<file path="config.mk">
export PLATFORM = sky130hd
export DESIGN_NAME = jump_table_flat
export DESIGN_NICKNAME = d
export VERILOG_FILES = /design/src/rtl/jump_table_if.sv /design/src/rtl/jump_table.sv /design/src/flat_wrapper.sv
export SDC_FILE = /design/constraint.sdc
export NUM_CORES = 1
export LEC_CHECK = 0
export CAP_MARGIN = 20
export CORE_UTILIZATION = 42
export CTS_CLUSTER_SIZE = 25
export DETAILED_ROUTE_END_ITERATION = 16
export GPL_TIMING_DRIVEN = 0
export PLACE_DENSITY = 0.58
export SYNTH_ARGS = -nofsm -noshare
export SYNTH_HDL_FRONTEND = slang
export SYNTH_SLANG_ARGS = --single-unit
</file>
<file path="constraint.sdc">
create_clock -name Clk -period 5.28 [get_ports Clk]
set_input_delay 0.528 -clock Clk [delete_from_list [all_inputs] [get_ports Clk]]
set_output_delay 0.528 -clock Clk [all_outputs]
set_load 0.03 [all_outputs]
</file>
<file path="src/rtl/jump_table_if.sv">
// Lookup/write bus for the jump table: fetch-side request, loader write port,
// and the registered lookup result.
interface jump_table_if #(
  parameter int PTR_W  = 5,
  parameter int ADDR_W = 12
);
  logic              Req;
  logic [PTR_W-1:0]  Jptr;
  logic [ADDR_W-1:0] PC;
  logic              Wr_en;
  logic [PTR_W-1:0]  Wr_ptr;
  logic [ADDR_W-1:0] Wr_data;
  logic              Wr_rel;
  logic [ADDR_W-1:0] Jump;
  logic              Valid;
  logic              Err;
  logic              Busy;

  modport master (
    output Req, Jptr, PC, Wr_en, Wr_ptr, Wr_data, Wr_rel,
    input  Jump, Valid, Err, Busy
  );

  modport slave (
    input  Req, Jptr, PC, Wr_en, Wr_ptr, Wr_data, Wr_rel,
    output Jump, Valid, Err, Busy
  );
endinterface

</file>
<file path="src/rtl/jump_table.sv">
// Runtime-programmable branch-target table: absolute or PC-relative entries,
// cleared by an init sequencer after reset, one-cycle registered lookup.
module jump_table #(
  parameter int PTR_W  = 5,
  parameter int ADDR_W = 12,
  parameter int DEPTH  = 32
) (
  input  logic        Clk,
  input  logic        Reset_n,
  jump_table_if.slave bus
);

  localparam logic [PTR_W-1:0] LAST_PTR = PTR_W'(DEPTH - 1);
  localparam logic [PTR_W:0]   DEPTH_W  = (PTR_W + 1)'(DEPTH);

  logic [ADDR_W-1:0] tgt_q [DEPTH];
  logic              rel_q [DEPTH];

  logic              busy_q;
  logic [PTR_W-1:0]  cnt_q;
  logic [ADDR_W-1:0] jump_q, jump_d;
  logic              valid_q, valid_d;
  logic              err_q, err_d;

  logic              jptr_ok;
  logic              bypass;
  logic [ADDR_W-1:0] ent_data;
  logic              ent_rel;

  assign jptr_ok  = ({1'b0, bus.Jptr} < DEPTH_W);
  // A same-edge write to the looked-up entry wins over the stored value.
  assign bypass   = bus.Wr_en && (bus.Wr_ptr == bus.Jptr);
  assign ent_data = bypass ? bus.Wr_data : tgt_q[bus.Jptr];
  assign ent_rel  = bypass ? bus.Wr_rel  : rel_q[bus.Jptr];

  always_comb begin
    jump_d  = jump_q;
    valid_d = 1'b0;
    err_d   = 1'b0;
    if (bus.Req && !busy_q) begin
      valid_d = 1'b1;
      if (!jptr_ok) begin
        err_d  = 1'b1;
        jump_d = '0;
      end else if (ent_rel) begin
        jump_d = bus.PC + ent_data;
      end else begin
        jump_d = ent_data;
      end
    end
  end

  always_ff @(posedge Clk) begin
    if (!Reset_n) begin
      busy_q  <= 1'b1;
      cnt_q   <= '0;
      jump_q  <= '0;
      valid_q <= 1'b0;
      err_q   <= 1'b0;
    end else begin
      if (busy_q) begin
        cnt_q <= cnt_q + 1'b1;
        if (cnt_q == LAST_PTR) begin
          busy_q <= 1'b0;
        end
      end
      jump_q  <= jump_d;
      valid_q <= valid_d;
      err_q   <= err_d;
    end
  end

  // Each entry is either cleared by the sequencer or loaded by the write port;
  // out-of-range write pointers match no entry and are dropped.
  genvar gi;
  generate
    for (gi = 0; gi < DEPTH; gi++) begin : g_entry
      always_ff @(posedge Clk) begin
        if (Reset_n) begin
          if (busy_q) begin
            if (cnt_q == PTR_W'(gi)) begin
              tgt_q[gi] <= '0;
              rel_q[gi] <= 1'b0;
            end
          end else if (bus.Wr_en && (bus.Wr_ptr == PTR_W'(gi))) begin
            tgt_q[gi] <= bus.Wr_data;
            rel_q[gi] <= bus.Wr_rel;
          end
        end
      end
    end
  endgenerate

  assign bus.Jump  = jump_q;
  assign bus.Valid = valid_q;
  assign bus.Err   = err_q;
  assign bus.Busy  = busy_q;

endmodule

</file>
<file path="src/flat_wrapper.sv">
// flat-port wrapper written by rule: the top's interface ports become plain ports
module jump_table_flat 
#(
  parameter int PTR_W  = 5,
  parameter int ADDR_W = 12,
  parameter int DEPTH  = 32
)
  (Clk, Reset_n, bus_Req, bus_Jptr, bus_PC, bus_Wr_en, bus_Wr_ptr, bus_Wr_data, bus_Wr_rel, bus_Jump, bus_Valid, bus_Err, bus_Busy);
  jump_table_if #(.PTR_W(PTR_W), .ADDR_W(ADDR_W)) bus_i ();
  input  logic Clk;
  input  logic Reset_n;
  input wire logic [$bits(bus_i.Req)-1:0] bus_Req;
  input wire logic [$bits(bus_i.Jptr)-1:0] bus_Jptr;
  input wire logic [$bits(bus_i.PC)-1:0] bus_PC;
  input wire logic [$bits(bus_i.Wr_en)-1:0] bus_Wr_en;
  input wire logic [$bits(bus_i.Wr_ptr)-1:0] bus_Wr_ptr;
  input wire logic [$bits(bus_i.Wr_data)-1:0] bus_Wr_data;
  input wire logic [$bits(bus_i.Wr_rel)-1:0] bus_Wr_rel;
  output wire logic [$bits(bus_i.Jump)-1:0] bus_Jump;
  output wire logic [$bits(bus_i.Valid)-1:0] bus_Valid;
  output wire logic [$bits(bus_i.Err)-1:0] bus_Err;
  output wire logic [$bits(bus_i.Busy)-1:0] bus_Busy;
  assign bus_i.Req = bus_Req;
  assign bus_i.Jptr = bus_Jptr;
  assign bus_i.PC = bus_PC;
  assign bus_i.Wr_en = bus_Wr_en;
  assign bus_i.Wr_ptr = bus_Wr_ptr;
  assign bus_i.Wr_data = bus_Wr_data;
  assign bus_i.Wr_rel = bus_Wr_rel;
  assign bus_Jump = bus_i.Jump;
  assign bus_Valid = bus_i.Valid;
  assign bus_Err = bus_i.Err;
  assign bus_Busy = bus_i.Busy;
  jump_table #(.PTR_W(PTR_W), .ADDR_W(ADDR_W), .DEPTH(DEPTH)) u_core (.Clk(Clk), .Reset_n(Reset_n), .bus(bus_i));
endmodule
</file>
==> metrics.md, run 1 <==
| Metric | Value |
|---|---|
| Most common cell after layout, fill and taps aside | edfxtp_1 |
| Sequential fraction of the synthesis area | a little over 60% |
| Post-cts sizing count | 0 |
| Number of DRC markers in iteration 0 | approximately 2300 |
| Fin crit share | around nine tenths |
| Final setup violation count | 0 |
| Vias | approximately 15000 |
| Hold crit path type | reg2reg |
| CTS Buffer Depth | 3 |
| GR Layer Usage met1 | approximately two fifths |
| Via/cell ratio | around 6.4 |
| Area Overhead vs Synth | 15.7% |
| P_sw | around 1.8 mW |
| Final WL | between 70000 and 80000 um |
| Warnings, synthesis | 0 |
| # rows | 81 |
| CTS root buffer | clkbuf_16 |
| Arrival @ worst endpoint | about 5100 ps |
| TritonRoute pass-1 iters | 6 |
| Total Power | between 7 and 8 mW |
| Most frequent cells in the layout | edfxtp_1 (416), nor3_1 (363), clkbuf_1 (135) |
| Worst-Skew Late Latency | about 600 ps |
| Die Ht | 225 um |
| Postcts setup bufs | 0 |
| Antenna violations before repair | 0 |
| Final WS setup | ~610 ps |
| Leading area contributor after synthesis | edfxtp_1 |
| Hold_ws | approximately 450 ps |
| Port Buffers | 46 |
| Cell variety after synth | 63 |
| CP Max Fanout | 10 |
| Fillers | 4260 |
| Leak pwr | just over 7 nW |
| RSZ-0062 raised after global routing | no |
| Crit Path Category | in2reg |
| Syn nets | roughly 1600 |
| Ports | 54 |
| # clock sinks | ~440 |
| TritonCTS clock tree | built |
| Dpl ws | 118 ps |
| GRT busiest layer | met2 |
| Register-to-Register Path Depth | 13 |
| Core area | approximately 50000 um2 |
| Share of layout cells above drive strength 1 | between 10% and 20% |
| Hold buffers post-CTS | 0 |
| Multi-input logic area | 7240 um2 |
| M2 GR Usage | around 48% |
| #FFs+latches synth | roughly 440 |
| Post-Layout Cell Count | 2348 |
| ANT cells | 0 |
| Final Hold Violating Endpoints | 0 |
| Outcome | finished clean |
| RePlAce Congestion | roughly 0.97 |
| Post-layout nets | around 1700 |
| Grt met3 use | 5.58% |
| Overflow after GRT | 0 |
| Post-Syn Area | around 21000 um2 |
| Largest net degree at the start of global routing | 15 |
| Hold path depth | 2 |
| Mean area per synthesized cell | 13.6 um2 |
| Clock skew | 24.5 ps |
| Area after DPL | ~23000 um2 |
| Final min period | between 4000 and 5000 ps |
| First-pass GRT wire length | approximately 110000 um |
| Avg WL per Cell | roughly 32 um |
| Ys async rst share | 0% |
| Die X-Extent | about 220 um |
| Vias in the first global route | between 10000 and 15000 |
| H-tree depth | 2 |
| Worst setup EP type | register |
| Die area | just over 50000 um2 |
| Peak Freq | 214 MHz |
| GRT Util Overall | 30.0% |
| DRC viols | 0 |
| Placed cells | between 2000 and 2500 |
| Clk pwr share | 43.6% |
| Share of the synthesized area in the top cell type | 59.9% |
| Reg area | between 10000 and 15000 um2 |
| Worst IR drop on VDD | between 0.3 and 0.4 mV |
| WP data required | 5760 ps |
| Primary FF master, synth | edfxtp_1 |
| Total CTS buffers | 46 |
| Dpl hpwl | 53600 um |
| Final Cell Area | 24100 um2 |
| Pins Over Slew Limit | 0 |
| Clock Pin Slew Worst Setup and Hold Paths | 60 ps |
| Reg power frac | 48.4% |
| Slew HR | roughly 25% |
| Detail Route Antenna Nets | 0 |
| CP startpoint kind | input pin |
| Initial Util | a little over two fifths |
| Internal power | about 6 mW |
| Top cells by area, synth | edfxtp_1 (60%), mux4_2 (9.7%), nor3_1 (8.7%) |
| Switch share | 23.9% |
| PwrDens | 321 nW/um2 |
| Sum Neg Setup Slack | 0 ps |
| Max-cap violations | 0 |
| Post-synth EDFFs | approximately 420 |
| Post-Syn Instances | 1537 |
| Worst Tran Pin Value | 1130 ps |
| Comb power frac | under 10% |
| Core Util, Final | 49.3% |
[cell families after synthesis]
| group | Yosys count | share of synthesized area, % |
|---|---|---|
| AO/OA/AOI/OAI | 119 | 3.85 |
| other | 1 | 0.0180 |
| AND/OR/NAND/NOR | 596 | 14.4 |
| multiplexers | 152 | 13.9 |
| XOR/XNOR | 14 | 0.588 |
| buffers and inverters | 202 | 4.42 |
| adder cells (fa/ha/maj) | 18 | 1.12 |
| flip-flops | 435 | 61.8 |
[per-layer routing]
metal | wire [um] | up-vias
met2 | 34800 | 1082
li1 | - | 6166
met4 | 4110 | 0
met1 | 28000 | 7628
met5 | 0 | -
met3 | 7860 | 210
[synth_stat cells, drive strengths merged, types with 5 or more instances]
| library cell | instances |
|---|---|
| a31oi | 6 |
| mux4 | 105 |
| nor3 | 363 |
| nor2b | 9 |
| clkbuf | 132 |
| dfxtp | 19 |
| xnor2 | 10 |
| nand4 | 7 |
| o21ai | 30 |
| nand2 | 55 |
| nand2b | 5 |
| o211ai | 6 |
| ha | 17 |
| a22oi | 10 |
| o22ai | 32 |
| buf | 47 |
| edfxtp | 416 |
| and2 | 68 |
| inv | 22 |
| nand3 | 24 |
| mux2i | 46 |
| nor2 | 50 |
| a21oi | 5 |
[power groups by stage]
stage / clock network [mW] / logic (mW) / registers, mW
final: 3.38 / 0.619 / 3.75
after global routing: 3.50 / 0.636 / 3.75
after CTS: 3.37 / 0.601 / 3.75
after detailed placement: 0 / 0.599 / 3.82
after global placement: 0 / 0.588 / 3.82
after floorplan: 0 / 0.343 / 3.82
[sequential cells by signal, indices dropped and copies added (netlist names)]
register          cells
u_core.bus.Valid      1
u_core.tgt_q        384
u_core.bus.Jump      12
u_core.bus.Busy       1
u_core.cnt_q          5
u_core.rel_q         32
[final timing paths]
| kind | startpoint | endpoint | slack (ps) |
|---|---|---|---|
| min | u_core.bus.Jump[8] | u_core.bus.Jump[8] | 450 |
| min reg2reg | u_core.bus.Jump[8] | u_core.bus.Jump[8] | 450 |
| max | bus_Jptr[0] | u_core.bus.Jump[10] | 610 |
| max reg2reg | u_core.tgt_q[3][2] | u_core.bus.Jump[10] | 1610 |
[layout make-up]
cell class	instances	share of cell area, %
tap	664	3.44
timing repair buffer	62	2.91
inverter	22	0.342
buffer	180	3.48
clock inverter	27	1.09
sequential	435	53.4
multi-input combinational	900	30.0
clock buffer	58	5.35
[worst max-delay path: stages]
cell and delay (ps):
clkdlybuf4s50_1 560, buf_6 230, buf_6 240, buf_6 220, buf_2 290, nand3_1 110
o211ai_1 100, o21ai_0 100, and4_1 190, o32ai_1 630, ha_1 320, inv_1 70
fa_1 400, nor2b_1 140, o21a_1 170, o211ai_1 140, a311oi_1 300, o21a_1 180
o31a_1 140, nand3_1 70
No activity file was read; power rests on OpenSTA's default activity.
==> run 2, diff against run 1 <==
--- a/config.mk
+++ b/config.mk
@@ -7,6 +7,7 @@
 export LEC_CHECK = 0
 export CAP_MARGIN = 20
 export CORE_UTILIZATION = 42
+export CTS_BUF_LIST = sky130_fd_sc_hd__clkbuf_2 sky130_fd_sc_hd__clkbuf_4 sky130_fd_sc_hd__clkbuf_8
 export CTS_CLUSTER_SIZE = 25
 export DETAILED_ROUTE_END_ITERATION = 16
 export GPL_TIMING_DRIVEN = 0
==> run 2 against run 1 <==
Cell area is 0.51% lower; sequential cell count unchanged; non-clock buffer count unchanged; global-route usage is 0.25 points higher; via count grew 1.2%; power decreased by 4.1%; combinational power is essentially flat; clock-buffer cell count grew 43; first-iteration DRC count is 0.26% lower; largest power group unchanged.
==> metrics.md, run 2 (synthesized netlist as in run 1, its figures left out) <==
| Metric | Value |
|---|---|
| Die Ht | around 220 um |
| Largest net degree at the start of global routing | 14 |
| Dpl hpwl | approximately 54000 um |
| Final setup violation count | 0 |
| Avg WL per Cell | about 31 um |
| Worst-Skew Late Latency | about 660 ps |
| Final Hold Violating Endpoints | 0 |
| Ports | 54 |
| Post-layout nets | roughly 1700 |
| Fillers | ~4300 |
| Sum Neg Setup Slack | 0 ps |
| H-tree depth | 3 |
| Leak pwr | between 7 and 8 nW |
| Max-cap violations | 0 |
| Comb power frac | a little over 8% |
| Final WL | ~75000 um |
| Hold crit path type | reg2reg |
| GRT Util Overall | between 30% and 40% |
| ANT cells | 0 |
| Hold buffers post-CTS | 0 |
| CP max-delay cell | o32ai_1 |
| First-pass GRT wire length | roughly 110000 um |
| CP Max Fanout | 10 |
| Critical path's largest stage delay | between 600 and 700 ps |
| Overflow after GRT | 0 |
| Grt met3 use | approximately 6.6% |
| Total CTS buffers | 75 |
| CTS root buffer | clkbuf_8 |
| Clock skew | 25.1 ps |
| Die X-Extent | approximately 220 um |
| Reg power frac | 50.5% |
| Largest Register | u_core.tgt_q |
| Arrival @ worst endpoint | a little over 5000 ps |
| Post-cts sizing count | 0 |
| TritonCTS clock tree | built |
| P_sw | around 1.9 mW |
| Buf/Inv on CP | 6 |
| Worst IR drop on VDD | approximately 0.15 mV |
| Area Overhead vs Synth | 15.1% |
| Max reg flops | around 380 |
| Top cell family by delay on the critical path | compound AO/OA/AOI/OAI gates |
| Vias | roughly 15000 |
| RSZ-0062 raised after global routing | no |
| Worst setup EP type | register |
| GRT busiest layer | met2 |
| Crit Path Category | in2reg |
| DRC viols | 0 |
| Share of layout cells above drive strength 1 | between 10% and 20% |
| Port Buffers | 46 |
| Cell Chain, Critical Path | clkdlybuf4s50_1 > buf_6 > buf_6 > buf_6 > buf_2 > nand3_1 > o211ai_1 > o21ai_0 > and4_1 > o32ai_1 > ha_1 > inv_1 > fa_1 > nor2b_1 > o21a_1 > o211ai_1 > a311oi_1 > o21a_1 > o31a_1 > nand3_1 |
| Most common cell after layout, fill and taps aside | edfxtp_1 |
| Die area | 50500 um2 |
| Most frequent cells in the layout | edfxtp_1 (416), nor3_1 (363), clkbuf_1 (129) |
| Vias in the first global route | approximately 15000 |
| Number of DRC markers in iteration 0 | roughly 2300 |
| PwrDens | around 310 nW/um2 |
| CTS Buffer Depth | 3 |
| Postcts setup bufs | 0 |
| Switch share | 25.1% |
| Final min period | 4630 ps |
| Crit path top cell by count | buf_6 |
| Fin crit share | roughly 90% |
| Antenna violations before repair | 0 |
| Initial Util | a little over two fifths |
| RePlAce Congestion | between 0.9 and 1 |
| Worst Tran Pin Value | between 1000 and 1500 ps |
| M2 GR Usage | 47.2% |
| # clock sinks | ~440 |
| Peak Freq | roughly 220 MHz |
| GR Layer Usage met1 | 39.1% |
| Internal power | between 5 and 6 mW |
| Hold_ws | about 450 ps |
| Detail Route Antenna Nets | 0 |
| Clk pwr share | between 40% and 50% |
| CP startpoint kind | input pin |
| Core area | 49000 um2 |
| WP data required | 5820 ps |
| Via/cell ratio | roughly 6.4 |
| TritonRoute pass-1 iters | 5 |
| Outcome | finished clean |
| Clock Pin Slew Worst Setup and Hold Paths | 70 ps |
| Slew HR | around a quarter |
| Pins Over Slew Limit | 0 |
| # rows | approximately 80 |
[run 2: final timing paths]
path | startpoint | endpoint | slack [ps] | depth (start not counted)
worst max-delay path | bus_Jptr[0] | u_core.bus.Jump[10] | 650 | 20
worst min-delay path | u_core.bus.Jump[8] | u_core.bus.Jump[8] | 450 | 2
worst max register to register | u_core.tgt_q[22][0] | u_core.bus.Jump[10] | 1610 | 15
worst min register to register | u_core.bus.Jump[8] | u_core.bus.Jump[8] | 450 | 2
[run 2: worst reg2reg max path, delay by kind of cell, from the launching register on]
kind / cells / cell delay (ps)
compound gates: 7 / 1820
fa+ha+maj: 2 / 730
flops: 1 / 370
simple gates: 4 / 330
mux: 1 / 280
buf+inv: 1 / 70
[run 2: stage by stage]
| step | std cells | cell area [um2] | util, % | setup WS (ps) | power [mW] |
|---|---|---|---|---|---|
| 4_1_cts | 2392 | 24000 | 49.0 | 778 | 7.41 |
| 5_1_grt | 2392 | 24000 | 49.0 | 412 | 7.59 |
| 6_report | 2392 | 24000 | 49.0 | 651 | 7.43 |
| 3_5_place_dp | 2263 | 22600 | 46.1 | 118 | 4.42 |
| 2_1_floorplan | 1537 | 20800 | - | 1620 | 4.16 |
| 3_3_place_gp | 2247 | 22100 | 45.2 | 123 | 4.41 |
[run 2: power groups by stage]
| stage | clock network, mW | registers (mW) | logic (mW) |
|---|---|---|---|
| 2_1_floorplan | 0 | 3.82 | 0.343 |
| 3_3_place_gp | 0 | 3.82 | 0.588 |
| 3_5_place_dp | 0 | 3.82 | 0.599 |
| 4_1_cts | 3.05 | 3.75 | 0.601 |
| 5_1_grt | 3.20 | 3.75 | 0.636 |
| 6_report | 3.06 | 3.75 | 0.618 |
[run 2: routing by layer]
| layer | wire length, um | up-vias | part of all wire [%] |
|---|---|---|---|
| li1 | - | 6227 | - |
| met1 | 28300 | 7714 | 38 |
| met2 | 34000 | 1084 | 45 |
| met3 | 8040 | 238 | 11 |
| met4 | 4700 | 0 | 6.3 |
| met5 | 0 | - | 0 |
[run 2: cell type report]
cell class	instances	area [um2]	area share (%)
inverters	22	82.6	0.344
plain buffers	180	840	3.50
flip-flops and latches	435	12900	53.7
well taps	664	831	3.46
multi-input cells	900	7240	30.2
clock inverters	28	165	0.688
clock buffers	101	1260	5.27
repair buffers	62	701	2.92
==> run 3, diff against run 2 <==
--- a/config.mk
+++ b/config.mk
@@ -5,6 +5,7 @@
 export SDC_FILE = /design/constraint.sdc
 export NUM_CORES = 1
 export LEC_CHECK = 0
+export ABC_CLOCK_PERIOD_IN_PS = 5280
 export CAP_MARGIN = 20
 export CORE_UTILIZATION = 42
 export CTS_BUF_LIST = sky130_fd_sc_hd__clkbuf_2 sky130_fd_sc_hd__clkbuf_4 sky130_fd_sc_hd__clkbuf_8
@@ -15,3 +16,4 @@
 export SYNTH_ARGS = -nofsm -noshare
 export SYNTH_HDL_FRONTEND = slang
 export SYNTH_SLANG_ARGS = --single-unit
+export TNS_END_PERCENT = 5
==> results of run 3 <==
The final DEF is identical to that of run 2; final timing and power are the same.
